## config.mk

```make
export PLATFORM = sky130hd
export DESIGN_NAME = lc3b_mem_arbiter
export DESIGN_NICKNAME = d
export VERILOG_FILES = /design/src/rtl/lc3b_mem_arbiter.sv
export SDC_FILE = /design/constraint.sdc
export NUM_CORES = 1
export LEC_CHECK = 0
export CORE_UTILIZATION = 30
export DETAILED_ROUTE_END_ITERATION = 10
export PLACE_DENSITY_LB_ADDON = 0.15
export SETUP_SLACK_MARGIN = 0.02
export SLEW_MARGIN = 20
export SYNTH_ARGS = -nofsm -noshare
export SYNTH_HDL_FRONTEND = slang
export SYNTH_SLANG_ARGS = --single-unit
```

## constraint.sdc

```tcl
create_clock -name clk -period 1.5 [get_ports clk]
set_input_delay 0.225 -clock clk [delete_from_list [all_inputs] [get_ports clk]]
set_output_delay 0.225 -clock clk [all_outputs]
set_load 0.01 [all_outputs]
```

## src/rtl/lc3b_mem_arbiter.sv

```systemverilog
`default_nettype none
// ============================================================================
// Module   : lc3b_mem_arbiter
// Purpose  : Round-robin arbiter sharing the single-ported LC-3b memory
//            between the fetch and data requesters (IDLE -> ACCESS -> RESP).
// Revision : 1.0 - initial release
// ============================================================================
module lc3b_mem_arbiter #(
    parameter int ADDR_W  = 16,
    parameter int DATA_W  = 16,
    parameter int TIMEOUT = 15
) (
    input  logic              clk,
    input  logic              reset,
    input  logic              f_req,
    input  logic [ADDR_W-1:0] f_addr,
    output logic              f_ack,
    output logic [DATA_W-1:0] f_rdata,
    output logic              f_err,
    input  logic              d_req,
    input  logic              d_we,
    input  logic [1:0]        d_be,
    input  logic [ADDR_W-1:0] d_addr,
    input  logic [DATA_W-1:0] d_wdata,
    output logic              d_ack,
    output logic [DATA_W-1:0] d_rdata,
    output logic              d_err,
    output logic              mem_cs,
    output logic              mem_we,
    output logic [1:0]        mem_be,
    output logic [ADDR_W-1:0] mem_addr,
    output logic [DATA_W-1:0] mem_wdata,
    input  logic [DATA_W-1:0] mem_rdata,
    input  logic              mem_ready,
    output logic              grant,
    output logic [1:0]        state
);

    typedef enum logic [1:0] {
        ST_IDLE   = 2'b00,
        ST_ACCESS = 2'b01,
        ST_RESP   = 2'b10
    } state_t;

    localparam logic [7:0] c_timeout_last = 8'(TIMEOUT - 1);

    state_t            r_state,      w_state_nxt;
    logic              r_grant,      w_grant_nxt;
    logic              r_last_grant, w_last_grant_nxt;
    logic              r_we,         w_we_nxt;
    logic [1:0]        r_be,         w_be_nxt;
    logic [ADDR_W-1:0] r_addr,       w_addr_nxt;
    logic [DATA_W-1:0] r_wdata,      w_wdata_nxt;
    logic [7:0]        r_cnt,        w_cnt_nxt;
    logic              r_cs,         w_cs_nxt;
    logic              r_f_ack,      w_f_ack_nxt;
    logic [DATA_W-1:0] r_f_rdata,    w_f_rdata_nxt;
    logic              r_f_err,      w_f_err_nxt;
    logic              r_d_ack,      w_d_ack_nxt;
    logic [DATA_W-1:0] r_d_rdata,    w_d_rdata_nxt;
    logic              r_d_err,      w_d_err_nxt;

    logic              w_win_d;
    logic [1:0]        w_sel_be;
    logic [ADDR_W-1:0] w_sel_addr;
    logic              w_misaligned;

    // On a tie the requester that did not own the previous transfer wins.
    always_comb begin
        w_win_d      = d_req & (~f_req | ~r_last_grant);
        w_sel_be     = w_win_d ? d_be   : 2'b11;
        w_sel_addr   = w_win_d ? d_addr : f_addr;
        w_misaligned = (w_sel_be == 2'b00) ||
                       ((w_sel_be == 2'b11) && w_sel_addr[0]);
    end

    always_comb begin
        w_state_nxt      = r_state;
        w_grant_nxt      = r_grant;
        w_last_grant_nxt = r_last_grant;
        w_we_nxt         = r_we;
        w_be_nxt         = r_be;
        w_addr_nxt       = r_addr;
        w_wdata_nxt      = r_wdata;
        w_cnt_nxt        = r_cnt;
        w_cs_nxt         = 1'b0;
        w_f_ack_nxt      = 1'b0;
        w_f_rdata_nxt    = '0;
        w_f_err_nxt      = 1'b0;
        w_d_ack_nxt      = 1'b0;
        w_d_rdata_nxt    = '0;
        w_d_err_nxt      = 1'b0;

        case (r_state)
            ST_IDLE: begin
                if (f_req || d_req) begin
                    w_grant_nxt      = w_win_d;
                    w_last_grant_nxt = w_win_d;
                    w_we_nxt         = w_win_d ? d_we    : 1'b0;
                    w_be_nxt         = w_sel_be;
                    w_addr_nxt       = w_sel_addr;
                    w_wdata_nxt      = w_win_d ? d_wdata : '0;
                    if (w_misaligned) begin
                        // Rejected without ever touching memory.
                        w_state_nxt = ST_RESP;
                        w_f_ack_nxt = ~w_win_d;
                        w_f_err_nxt = ~w_win_d;
                        w_d_ack_nxt = w_win_d;
                        w_d_err_nxt = w_win_d;
                    end else begin
                        w_state_nxt = ST_ACCESS;
                        w_cs_nxt    = 1'b1;
                        w_cnt_nxt   = '0;
                    end
                end
            end

            ST_ACCESS: begin
                if (mem_ready) begin
                    w_state_nxt = ST_RESP;
                    w_f_ack_nxt = ~r_grant;
                    w_d_ack_nxt = r_grant;
                    if (!r_we) begin
                        w_f_rdata_nxt = r_grant ? '0 : mem_rdata;
                        w_d_rdata_nxt = r_grant ? mem_rdata : '0;
                    end
                end else if (r_cnt == c_timeout_last) begin
                    w_state_nxt = ST_RESP;
                    w_f_ack_nxt = ~r_grant;
                    w_f_err_nxt = ~r_grant;
                    w_d_ack_nxt = r_grant;
                    w_d_err_nxt = r_grant;
                end else begin
                    w_cs_nxt  = 1'b1;
                    w_cnt_nxt = r_cnt + 8'd1;
                end
            end

            ST_RESP: begin
                w_state_nxt = ST_IDLE;
            end

            default: begin
                w_state_nxt = ST_IDLE;
            end
        endcase
    end

    always_ff @(posedge clk or negedge reset) begin
        if (!reset) begin
            r_state      <= ST_IDLE;
            r_grant      <= 1'b0;
            r_last_grant <= 1'b1;
            r_we         <= 1'b0;
            r_be         <= 2'b00;
            r_addr       <= '0;
            r_wdata      <= '0;
            r_cnt        <= '0;
            r_cs         <= 1'b0;
            r_f_ack      <= 1'b0;
            r_f_rdata    <= '0;
            r_f_err      <= 1'b0;
            r_d_ack      <= 1'b0;
            r_d_rdata    <= '0;
            r_d_err      <= 1'b0;
        end else begin
            r_state      <= w_state_nxt;
            r_grant      <= w_grant_nxt;
            r_last_grant <= w_last_grant_nxt;
            r_we         <= w_we_nxt;
            r_be         <= w_be_nxt;
            r_addr       <= w_addr_nxt;
            r_wdata      <= w_wdata_nxt;
            r_cnt        <= w_cnt_nxt;
            r_cs         <= w_cs_nxt;
            r_f_ack      <= w_f_ack_nxt;
            r_f_rdata    <= w_f_rdata_nxt;
            r_f_err      <= w_f_err_nxt;
            r_d_ack      <= w_d_ack_nxt;
            r_d_rdata    <= w_d_rdata_nxt;
            r_d_err      <= w_d_err_nxt;
        end
    end

    assign state     = r_state;
    assign grant     = r_grant;
    assign mem_cs    = r_cs;
    assign mem_we    = r_we;
    assign mem_be    = r_be;
    assign mem_addr  = r_addr;
    assign mem_wdata = r_wdata;
    assign f_ack     = r_f_ack;
    assign f_rdata   = r_f_rdata;
    assign f_err     = r_f_err;
    assign d_ack     = r_d_ack;
    assign d_rdata   = r_d_rdata;
    assign d_err     = r_d_err;

endmodule
`default_nettype wire

```

After elaboration in Yosys (flattened, before gate mapping)
Cells that the tools add are included.
Widths: inputs -> output; s select.
{"block": "word_totals", "reg_bits": 84, "input_bits": 72, "out_inout_bits": 75, "elab_cells": 80}
{"block": "op_classes", "add_sub_neg": 1, "eq_ne": 8, "muxes": 41, "bitwise_logic": 6, "n_reduce_logical": 9}
{"operator": "$mux 16", "n": 10}
{"operator": "$mux 8", "n": 4}
{"operator": "$pmux 8 s2", "n": 1}
{"operator": "$mux 1", "n": 15}
{"operator": "$mux 2", "n": 5}
{"operator": "$pmux 1 s2", "n": 5}
{"operator": "$add 8x1->8 const B", "n": 1}
{"operator": "$eq 8x4->1 const B", "n": 1}
{"operator": "$ne 2x2->1 const B", "n": 4}
{"operator": "$reduce_and 5->1", "n": 1}
{"operator": "$logic_not 2->1", "n": 2}
{"operator": "$not 1->1", "n": 4}
{"operator": "$pmux 2 s2", "n": 1}
{"operator": "$reduce_and 2->1", "n": 2}
{"operator": "$ne 3x3->1 const B", "n": 1}
{"operator": "$eq 2x1->1 const B", "n": 1}
{"operator": "$eq 2x2->1 const B", "n": 1}
{"operator": "$logic_or 1x1->1", "n": 2}
{"operator": "$reduce_bool 2->1", "n": 1}
{"operator": "$and 1x1->1", "n": 1}
{"operator": "$logic_and 1x1->1", "n": 1}
{"operator": "$or 1x1->1", "n": 1}

Depth between registers and ports, before layout
Gate-level depths: netlist (run 1).
{"block": "logic_depth", "ltp_word": 10, "depth_mapped": 7, "ltp_nobuf": 7}

Least setup slack after synthesis (run 1)
OpenSTA, ideal clock, no wires.
{"block": "synth_timing", "path_kind": "flip-flop to flip-flop", "from": "register r_cnt[0]", "to": "register r_cnt[5]", "setup_ns": 0.082, "t_arrival_ns": 1.543, "required_ns": 1.418, "setup_slack_ns": -0.125, "stages_incl_launch_ff": 8, "n_path_buf": 0, "period_less_slack_ns": 1.625, "cell_sequence": "dfrtp_1 -> inv_1 -> ha_1 -> nand4b_1 -> o41ai_4 -> and3_4 -> inv_4 -> a31oi_1"}
{"block": "synth_between", "elab_chain_cells": 4, "elab_cells_between_ends": 7, "classes_between": "add/sub: 1; eq/ne: 2; mux: 3; reduce/logical: 1"}
{"item": "start, declared", "line": "54", "text": "logic [7:0] r_cnt, w_cnt_nxt;"}
{"item": "start signal, assigned", "line": "174", "text": "r_cnt <= w_cnt_nxt;"}
{"item": "$add 8x1->8", "line": "135", "text": "w_cnt_nxt = r_cnt + 8'd1;"}
{"item": "$mux 8", "line": "127", "text": "end else if (r_cnt == c_timeout_last) begin"}
{"item": "$mux 8", "line": "119", "text": "if (mem_ready) begin"}
{"item": "$pmux 8 s2", "line": "94", "text": "case (r_state)"}
Several ways; a longest one is shown, not always the timed one. The select of a mux whose other input is x is not followed.
A chain may end at the register's enable or synchronous reset.

Final worst setup path (run 1)
Ends and elaborated chain as after synthesis.

==> results of run 1 <==
==> cell families after synthesis <==
kind of cell             after synthesis
AND/OR/NAND/NOR                      100
flip-flops                            84
buffers and inverters                 19
multiplexers                          16
adder cells (fa/ha/maj)                2
AO/OA/AOI/OAI                         62
==> flip-flops by register name (all words and copies together), names as in the netlist, 2 cells and up <==
name,cells
d_rdata,16
mem_wdata,16
mem_be,2
f_rdata,16
mem_addr,16
state,2
r_cnt,8
==> power breakdown <==
group          internal [µW]  total [µW]  switching (µW)
Combinational           1990        3790            1800
Clock                    787        1640             855
Sequential              2940        3300             361
==> critical path, delay by kind of cell, from the launching register on <==
family	cells	cell delay, ps
buf+inv	3	200
simple gates	2	420
fa+ha+maj	1	160
compound gates	2	460
flops	1	380
==> what timing repair did <==
action | in CTS | in global routing
resized for setup | 49 | 31
gates cloned | 0 | 1
pin swaps | 0 | 1
hold buffers | 1 | 0
setup buffers | 2 | 1
endpoints found under the hold margin | 23 | 0
setup endpoints to repair | 63 | 45
==> worst max-delay path by stage <==
stage / startpoint / end / slack [ps] / depth (start not counted)
3_5_place_dp: mem_ready / r_cnt[4]$_DFFE_PN0P_ / -230 / 5
4_1_cts: r_cnt[0]$_DFFE_PN0P_ / r_cnt[2]$_DFFE_PN0P_ / -200 / 8
2_1_floorplan: r_cnt[0]$_DFFE_PN0P_ / r_cnt[5]$_DFFE_PN0P_ / -120 / 7
5_1_grt: r_cnt[0]$_DFFE_PN0P_ / r_cnt[2]$_DFFE_PN0P_ / -280 / 8
3_3_place_gp: mem_ready / r_cnt[4]$_DFFE_PN0P_ / -210 / 5
6_report: r_cnt[0]$_DFFE_PN0P_ / r_cnt[5]$_DFFE_PN0P_ / -200 / 8
==> placed cells by master, fill, tap and decap left out, types with 2 or more instances in the layout <==
master,instances
sky130_fd_sc_hd__a22o_1,17
sky130_fd_sc_hd__a31oi_1,5
sky130_fd_sc_hd__buf_12,6
sky130_fd_sc_hd__buf_4,33
sky130_fd_sc_hd__buf_6,3
sky130_fd_sc_hd__clkbuf_8,9
sky130_fd_sc_hd__clkdlybuf4s50_1,84
sky130_fd_sc_hd__clkinvlp_4,3
sky130_fd_sc_hd__dfrtp_1,83
sky130_fd_sc_hd__dlygate4sd2_1,47
sky130_fd_sc_hd__dlymetal6s2s_1,13
sky130_fd_sc_hd__inv_1,5
sky130_fd_sc_hd__mux2i_1,16
sky130_fd_sc_hd__nand2_1,26
sky130_fd_sc_hd__nand2b_1,19
sky130_fd_sc_hd__nand3_1,6
sky130_fd_sc_hd__nand4b_1,3
sky130_fd_sc_hd__nor2_1,34
sky130_fd_sc_hd__nor2b_1,2
sky130_fd_sc_hd__o21ai_0,19
sky130_fd_sc_hd__o21ai_1,2
sky130_fd_sc_hd__o21ai_2,2
sky130_fd_sc_hd__o22a_1,2
sky130_fd_sc_hd__o22ai_1,2
==> routing by layer <==
metal | vias up | GRT usage (%)
met1 | 1302 | 18.8
met2 | 115 | 26.1
met3 | 11 | 5.65
li1 | 1354 | -
met4 | 0 | 6.26
met5 | - | 0
==> through the flow <==
step           cell area [µm²]  hold WS [ps]
6_report                  5550           325
5_1_grt                   5550           345
4_1_cts                   5420           323
3_5_place_dp              5260           174
3_3_place_gp              5260           172
2_1_floorplan             3310         -70.6
==> layout make-up <==
type / instances / area share (%)
clock buffers: 10 / 2.30
inverters: 6 / 0.451
well taps: 136 / 3.07
multi-input cells: 180 / 21.4
repair buffers: 189 / 33.6
clock inverters: 6 / 1.31
flip-flops and latches: 84 / 37.9
==> flow_metrics.env, run 1 <==
export IMPL_synth_compound_gate_area_share_pct=13.6
export IMPL_grt_setup_unrepaired="yes"
export IMPL_clk_root_buffer_cell="sky130_fd_sc_hd__clkbuf_8"
export IMPL_register_area_um2=2100
export IMPL_worstPathCellList="inv_1 > ha_2 > nand4b_1 > o41ai_4 > and3_4 > buf_6 > inv_4 > a31oi_1"
export IMPL_yosys_register_bits=84
export IMPL_finish_utilization_pct=52.8
export IMPL_grt_antenna_before_repair=0
export IMPL_syn_cell_area_um2=3310
export IMPL_gr_usage_all_layers_pct=15.8
export IMPL_final_setup_skew_ps=9.70
export IMPL_highest_signal_layer="met4"
export IMPL_critPathRequiredTime_ps=1770
export IMPL_synthTopCellsByCount="83 x sky130_fd_sc_hd__dfrtp_1, 36 x sky130_fd_sc_hd__nor2_1, 26 x sky130_fd_sc_hd__nand2_1"
export IMPL_worstSetupEndpointType="register"
export IMPL_worst_path_max_fanout=5
export IMPL_rr_endpoint="r_cnt[5]$_DFFE_PN0P_"
export IMPL_final_setup_viol_count=12
export IMPL_dieHeight_um=107
export IMPL_timing_critical_path_slowest_stage_cell="sky130_fd_sc_hd__dfrtp_1"
export IMPL_cts_buffers_inserted=9
export IMPL_drt_iter0_markers=67
export IMPL_rows=37
export IMPL_timing_reg2reg_setup_slack_ps=-200
export IMPL_synth_edff_count=0
export IMPL_numPortBuffers=146
export IMPL_detail_route_antenna_nets=0
export IMPL_ioPinCount=147
export IMPL_post_drt_wl_per_cell_um=14.7
export IMPL_synth_top_family_by_area="simple AND/OR/NAND/NOR gates"
export IMPL_cells_after_dpl=590
export IMPL_final_setup_worst_slack_ps=-202
export IMPL_synth_top_flop_cell="sky130_fd_sc_hd__dfrtp_1"
export IMPL_violations_in_the_final_reports="negative setup slack"
export IMPL_critPathArrivalTime_ps=1970
export IMPL_start_util_pct=31.5
export IMPL_fillers=955
export IMPL_max_stage_delay_ps=380
export IMPL_worstRegToRegCells=8
export IMPL_clk_pin_slew_worst_paths_ps=90
export IMPL_worstMarginPinSlew_ps=382
export IMPL_wire_length_on_met2_um=4360
export IMPL_grt_max_degree=46
export IMPL_synth_avg_cell_area_um2=11.7
export IMPL_grt_first_pass_wirelength_um=13900
export IMPL_synth_yosys_warnings=0
export IMPL_synth_seq_area_share_pct=63.6
export IMPL_timing_max_slew_rel_slack_pct=74.5
export IMPL_synth_net_count=357
export IMPL_count_leader_synth="sky130_fd_sc_hd__dfrtp_1"
export IMPL_synthArstFlopShare_pct=100
export IMPL_maxCapViolCount=0
export IMPL_syn2layout_area_growth_pct=67.8
export IMPL_tritoncts="yes"
export IMPL_yosysTopAreaCellShare_pct=62.8
export IMPL_p_total_uw=8730
export IMPL_synthCells=283
export IMPL_total_leakage_power_uw=0.00283
export IMPL_synthDominantAreaCellType="sky130_fd_sc_hd__dfrtp_1"
export IMPL_final_hold_viol_count=0
export IMPL_final_min_period_over_clock_period_pct=113
export IMPL_final_cell_count_no_fill=611
export IMPL_timing_setup_critical_path_class="reg2reg"
export IMPL_placement_setup_worst_slack_ps=-233
export IMPL_worst_skew_pair_late_latency_ps=350
export IMPL_drt_pass1_iter_count=4
export IMPL_vias_per_cell=4.55
export IMPL_max_clock_freq_mhz=587
export IMPL_post_synth_fa_ha_maj_area_fraction_pct=0.757
export IMPL_drive_above_1_share_pct=16.4
export IMPL_post_route_min_period_ps=1700
export IMPL_worstSetupStartpointType="register"
export IMPL_synth_distinct_cells=39
export IMPL_drc=0
export IMPL_power_per_cell_area_nw_per_um2=1570
export IMPL_holdCritPathClass="in2async"
export IMPL_h_tree_depth=3
export IMPL_met3RoutedLength_um=733
export IMPL_die_w_um=107
export IMPL_core_area_um2=10500
export IMPL_setup_tns_final_ps=-1440
export IMPL_synth_area_mux_share_pct=4.84
export IMPL_grt_total_ovfl=0
export IMPL_synth_xor_area_share_pct=0
export IMPL_nets=544
export IMPL_synth_simple_area_share_pct=14.8
export IMPL_ctsLongestPathBuffers=2
export IMPL_antenna_cells=0
export IMPL_rr_startpoint="r_cnt[0]$_DFFE_PN0P_"
export IMPL_vdd_ir_drop_max_v=0.000683
export IMPL_place_gp_congestion=0.788
export IMPL_hpwl_um=6430
export IMPL_routed_wirelength_um=8980
export IMPL_total_via_count_in_the_routed_design=2782
export IMPL_slew_viol_final=0
export IMPL_route_layer_met1_wl_um=3740
export IMPL_die_area_um2=11400
export IMPL_number_of_sinks_handled_by_clock_tree_synthesis=84
export IMPL_vias_in_the_first_global_route=2866
export IMPL_outcome="finished with violations"
export IMPL_multiInputGateArea_um2=1190
export IMPL_synthTopCellsByArea="sky130_fd_sc_hd__dfrtp_1 63%, sky130_fd_sc_hd__mux2i_1 4.8%, sky130_fd_sc_hd__a22o_1 4.5%"
Note: power is estimated with default switching activity, not from simulation.
==> run 2, diff against run 1 <==
--- a/config.mk
+++ b/config.mk
@@ -7,6 +7,7 @@
 export LEC_CHECK = 0
 export CORE_UTILIZATION = 30
 export DETAILED_ROUTE_END_ITERATION = 10
+export MAX_ROUTING_LAYER = met4
 export PLACE_DENSITY_LB_ADDON = 0.15
 export SETUP_SLACK_MARGIN = 0.02
 export SLEW_MARGIN = 20
==> constraint.sdc (replaced) <==
create_clock -name clk -period 1.9 [get_ports clk]
set_input_delay 0.285 -clock clk [delete_from_list [all_inputs] [get_ports clk]]
set_output_delay 0.285 -clock clk [all_outputs]
set_load 0.01 [all_outputs]
==> flow_metrics.env, run 2 (same netlist as run 1, synthesis figures left out) <==
export IMPL_outcome="finished, final reports clean"
export IMPL_final_hold_viol_count=0
export IMPL_max_clock_freq_mhz=544
export IMPL_final_common_cell="sky130_fd_sc_hd__clkdlybuf4s50_1"
export IMPL_rows=37
export IMPL_power_per_cell_area_nw_per_um2=1300
export IMPL_vdd_ir_drop_max_v=0.000676
export IMPL_start_util_pct=31.5
export IMPL_core_area_um2=10500
export IMPL_critPathRequiredTime_ps=2150
export IMPL_routed_wirelength_um=8500
export IMPL_drc=0
export IMPL_gr_usage_all_layers_pct=15.6
export IMPL_post_drt_wl_per_cell_um=14.3
export IMPL_timing_setup_critical_path_class="reg2reg"
export IMPL_grt_first_pass_wirelength_um=13200
export IMPL_total_via_count_in_the_routed_design=2683
export IMPL_final_min_period_over_clock_period_pct=96.7
export IMPL_cts_buffers_inserted=9
export IMPL_worstSetupStartpointType="register"
export IMPL_drive_above_1_share_pct=11.4
export IMPL_die_area_um2=11400
export IMPL_syn2layout_area_growth_pct=61.1
export IMPL_grt_setup_unrepaired="yes"
export IMPL_cells_after_dpl=569
export IMPL_antenna_cells=0
export IMPL_worstMarginPinSlew_ps=640
export IMPL_grt_max_degree=45
export IMPL_numPortBuffers=146
export IMPL_critPathArrivalTime_ps=2080
export IMPL_final_cell_mix="145 x sky130_fd_sc_hd__clkdlybuf4s50_1, 83 x sky130_fd_sc_hd__dfrtp_1, 36 x sky130_fd_sc_hd__nor2_1"
export IMPL_clk_root_buffer_cell="sky130_fd_sc_hd__clkbuf_8"
export IMPL_detail_route_antenna_nets=0
export IMPL_grt_antenna_before_repair=0
export IMPL_drt_pass1_iter_count=4
export IMPL_drt_iter0_markers=81
export IMPL_holdCritPathClass="in2async"
export IMPL_worst_path_max_fanout=5
export IMPL_vias_in_the_first_global_route=2674
export IMPL_p_total_uw=6900
export IMPL_place_gp_congestion=0.789
export IMPL_final_cell_count_no_fill=593
export IMPL_post_route_min_period_ps=1840
export IMPL_dieHeight_um=107
export IMPL_final_setup_worst_slack_ps=63.0
export IMPL_ioPinCount=147
export IMPL_worst_skew_pair_late_latency_ps=360
export IMPL_maxCapViolCount=0
export IMPL_grt_total_ovfl=0
export IMPL_total_leakage_power_uw=0.00233
export IMPL_slew_viol_final=0
export IMPL_die_w_um=107
export IMPL_h_tree_depth=3
export IMPL_hpwl_um=6100
export IMPL_ctsLongestPathBuffers=2
export IMPL_final_setup_viol_count=0
export IMPL_worstSetupEndpointType="register"
export IMPL_tritoncts="yes"
export IMPL_number_of_sinks_handled_by_clock_tree_synthesis=84
export IMPL_clk_pin_slew_worst_paths_ps=90
export IMPL_vias_per_cell=4.52
export IMPL_timing_max_slew_rel_slack_pct=57.3
export IMPL_nets=526
export IMPL_final_setup_skew_ps=10.8
export IMPL_placement_setup_worst_slack_ps=-21.1
==> run 2: through the flow <==
step / TNS [ps] / util, % / hold slack (ps) / area (µm²)
final: 0 / 50.7 / 295 / 5330
after global routing: -67.5 / 50.7 / 297 / 5330
after CTS: 0 / 50.0 / 280 / 5260
after detailed placement: -164 / 48.0 / 132 / 5050
after global placement: 0 / 48.0 / 131 / 5050
after floorplan: 0 / - / -10.6 / 3310
==> run 2: layout make-up <==
cell class,count,area [µm²]
Clock buffer,10,128
Clock inverter,6,71.3
Fill cell,973,5180
Inverter,6,25.0
Multi-Input combinational cell,180,1150
Sequential cell,84,2100
Tap cell,136,170
Timing Repair Buffer,171,1670
==> run 2: routing by layer <==
layer / vias to the layer above / share of wire [%] / global-route usage [%]
li1: 1318 / - / -
met1: 1256 / 45 / 19.9
met2: 102 / 48 / 23.6
met3: 7 / 6.5 / 4.80
met4: 0 / 0.75 / 5.28
met5: - / 0 / -
==> run 2: worst max-delay path, cell delays in order, from the launching register on <==
cell and delay (ps):
sky130_fd_sc_hd__dfrtp_1 420, sky130_fd_sc_hd__inv_1 70, sky130_fd_sc_hd__ha_1 140, sky130_fd_sc_hd__nand4b_1 170, sky130_fd_sc_hd__o41ai_4 390, sky130_fd_sc_hd__buf_4 200
sky130_fd_sc_hd__a31oi_1 80, sky130_fd_sc_hd__a211o_2 270
==> run 2: final timing paths <==
kind	startpoint	end	cells after the start	slack, ps
min in group clk	r_last_grant$_DFFE_PN1P_	r_last_grant$_DFFE_PN1P_	2	480
max in group asynchronous	reset	d_rdata[3]$_DFF_PN0_	3	990
setup / recovery	r_cnt[0]$_DFFE_PN0P_	r_cnt[4]$_DFFE_PN0P_	7	60
hold / removal	reset	state[0]$_DFFE_PN0P_	2	300
hold reg to reg	r_last_grant$_DFFE_PN1P_	r_last_grant$_DFFE_PN1P_	2	480
setup reg to reg	r_cnt[0]$_DFFE_PN0P_	r_cnt[4]$_DFFE_PN0P_	7	60
==> run 2: repair_timing <==
| item | CTS | global route |
|---|---|---|
| buffers inserted | 0 | 7 |
| gates resized for setup | 0 | 2 |
| endpoints found under the setup margin | 0 | 2 |
| hold buffers | 1 | 0 |
| hold endpoints to repair | 8 | 0 |
==> run 2: report_power, final <==
| group | internal, µW | switching [µW] |
|---|---|---|
| combinational | 1650 | 1300 |
| clock | 620 | 679 |
| sequential | 2320 | 337 |
==> run 3, diff against run 2 <==
--- a/config.mk
+++ b/config.mk
@@ -5,7 +5,9 @@
 export SDC_FILE = /design/constraint.sdc
 export NUM_CORES = 1
 export LEC_CHECK = 0
+export CORE_MARGIN = 5
 export CORE_UTILIZATION = 30
+export CTS_CLUSTER_SIZE = 16
 export DETAILED_ROUTE_END_ITERATION = 10
 export MAX_ROUTING_LAYER = met4
 export PLACE_DENSITY_LB_ADDON = 0.15
==> flow_metrics.env, run 3 (same netlist as run 1, synthesis figures left out) <==
export IMPL_outcome="finished, final reports clean"
export IMPL_rows=38
export IMPL_worstMarginPinSlew_ps=723
export IMPL_drc=0
export IMPL_worstRegToRegCells=7
export IMPL_nets=519
export IMPL_grt_first_pass_wirelength_um=14000
export IMPL_core_area_um2=10800
export IMPL_post_drt_wl_per_cell_um=14.9
export IMPL_start_util_pct=30.5
export IMPL_final_setup_viol_count=0
export IMPL_final_hold_viol_count=0
export IMPL_worst_skew_pair_late_latency_ps=350
export IMPL_power_per_cell_area_nw_per_um2=1280
export IMPL_drt_iter0_markers=74
export IMPL_final_min_period_over_clock_period_pct=94.4
export IMPL_post_cts_repair_setup_buffers=0
export IMPL_timing_reg2reg_setup_slack_ps=110
export IMPL_holdCritPathClass="in2async"
export IMPL_post_route_min_period_ps=1790
export IMPL_final_common_cell="sky130_fd_sc_hd__clkdlybuf4s50_1"
export IMPL_grt_antenna_before_repair=0
export IMPL_drt_pass1_iter_count=4
export IMPL_final_cell_mix="145 x sky130_fd_sc_hd__clkdlybuf4s50_1, 83 x sky130_fd_sc_hd__dfrtp_1, 36 x sky130_fd_sc_hd__nor2_1"
export IMPL_ioPinCount=147
export IMPL_finish_utilization_pct=48.6
export IMPL_p_total_uw=6750
export IMPL_total_leakage_power_uw=0.00229
export IMPL_final_setup_skew_ps=11.3
export IMPL_hpwl_um=6470
export IMPL_clk_pin_slew_worst_paths_ps=90
export IMPL_slew_viol_final=0
export IMPL_h_tree_depth=3
export IMPL_vdd_ir_drop_max_v=0.000538
export IMPL_worstSetupStartpointType="register"
export IMPL_numPortBuffers=146
export IMPL_maxCapViolCount=0
export IMPL_grt_setup_unrepaired="yes"
export IMPL_place_gp_congestion=0.800
export IMPL_grt_max_degree=51
export IMPL_routed_wirelength_um=8760
export IMPL_timing_max_slew_rel_slack_pct=51.8
export IMPL_die_area_um2=13200
export IMPL_drive_above_1_share_pct=10.2
export IMPL_dieHeight_um=115
export IMPL_syn2layout_area_growth_pct=59.4
export IMPL_cts_buffers_inserted=9
export IMPL_tritoncts="yes"
export IMPL_worstSetupEndpointType="register"
export IMPL_rr_endpoint="r_cnt[4]$_DFFE_PN0P_"
export IMPL_ctsLongestPathBuffers=2
export IMPL_worst_path_max_fanout=5
export IMPL_timing_setup_critical_path_class="reg2reg"
export IMPL_vias_in_the_first_global_route=2817
export IMPL_vias_per_cell=4.52
export IMPL_number_of_sinks_handled_by_clock_tree_synthesis=84
export IMPL_antenna_cells=0
export IMPL_detail_route_antenna_nets=0
export IMPL_die_w_um=115
export IMPL_gr_usage_all_layers_pct=13.9
export IMPL_max_clock_freq_mhz=558
export IMPL_clk_root_buffer_cell="sky130_fd_sc_hd__clkbuf_8"
export IMPL_rr_startpoint="r_cnt[0]$_DFFE_PN0P_"
export IMPL_total_via_count_in_the_routed_design=2668
export IMPL_critPathArrivalTime_ps=2040
export IMPL_critPathRequiredTime_ps=2140
export IMPL_grt_total_ovfl=0
[run 3: cell count changes in the layout (fill, tap and decap cells not counted), sizes merged]
cell	before	now
buf	25	18
bufinv	1	0
clkinv	1	2
clkinvlp	2	3
inv	8	7
[run 3: final cells by class]
class	count	area (µm²)
Timing Repair Buffer	164	1630
Clock inverter	6	48.8
Sequential cell	84	2100
Inverter	6	25.0
Clock buffer	10	138
Multi-Input combinational cell	180	1140
Fill cell	1038	5570
Tap cell	140	175
[run 3: worst max-delay path by stage]
| stage | from | to | slack, ps | cells after the start |
|---|---|---|---|---|
| 6_report | r_cnt[0]$_DFFE_PN0P_ | r_cnt[4]$_DFFE_PN0P_ | 110 | 7 |
| 5_1_grt | r_cnt[0]$_DFFE_PN0P_ | r_cnt[4]$_DFFE_PN0P_ | -7 | 7 |
| 4_1_cts | r_cnt[0]$_DFFE_PN0P_ | d_ack$_DFF_PN0_ | 110 | 6 |
| 3_5_place_dp | d_req | mem_wdata[11]$_DFFE_PN0P_ | -100 | 4 |
| 3_3_place_gp | d_req | mem_wdata[13]$_DFFE_PN0P_ | -20 | 4 |
| 2_1_floorplan | r_cnt[0]$_DFFE_PN0P_ | r_cnt[5]$_DFFE_PN0P_ | 270 | 7 |
[run 3: layer usage]
| layer | global-route usage [%] | up-vias | wire length [µm] |
|---|---|---|---|
| met3 | 3.58 | 9 | 603 |
| met5 | - | - | 0 |
| met4 | 3.99 | 0 | 109 |
| met2 | 21.6 | 107 | 4040 |
| li1 | - | 1302 | - |
| met1 | 17.9 | 1250 | 4020 |
[run 3: worst max-delay path: stages (launching register included)]
cell and delay [ps]:
sky130_fd_sc_hd__dfrtp_1 420, sky130_fd_sc_hd__inv_1 70, sky130_fd_sc_hd__ha_1 130, sky130_fd_sc_hd__nand4b_1 190, sky130_fd_sc_hd__o41ai_4 320, sky130_fd_sc_hd__buf_4 200
sky130_fd_sc_hd__a31oi_1 90, sky130_fd_sc_hd__a211o_2 270
[run 3: where the power goes]
group / internal (µW) / switching (µW)
sequential: 2320 / 332
clock: 520 / 679
combinational: 1600 / 1300
total: 4440 / 2310
[run 3: stage by stage]
stage	setup WS [ps]	area (µm²)	std cells	hold slack [ps]	setup TNS (ps)
2_1_floorplan	275	3310	283	-10.6	0
3_3_place_gp	-22.5	5070	573	94.3	-362
3_5_place_dp	-97.2	5070	573	94.6	-1530
4_1_cts	112	5260	590	246	0
5_1_grt	-7.47	5270	590	268	-7.47
6_report	107	5270	590	266	0
[run 3: repair_timing]
| item | CTS | global route |
|---|---|---|
| hold buffers | 1 | 0 |
| endpoints found under the hold margin | 53 | 0 |
| resized for setup | 0 | 1 |
| setup endpoints to repair | 0 | 2 |
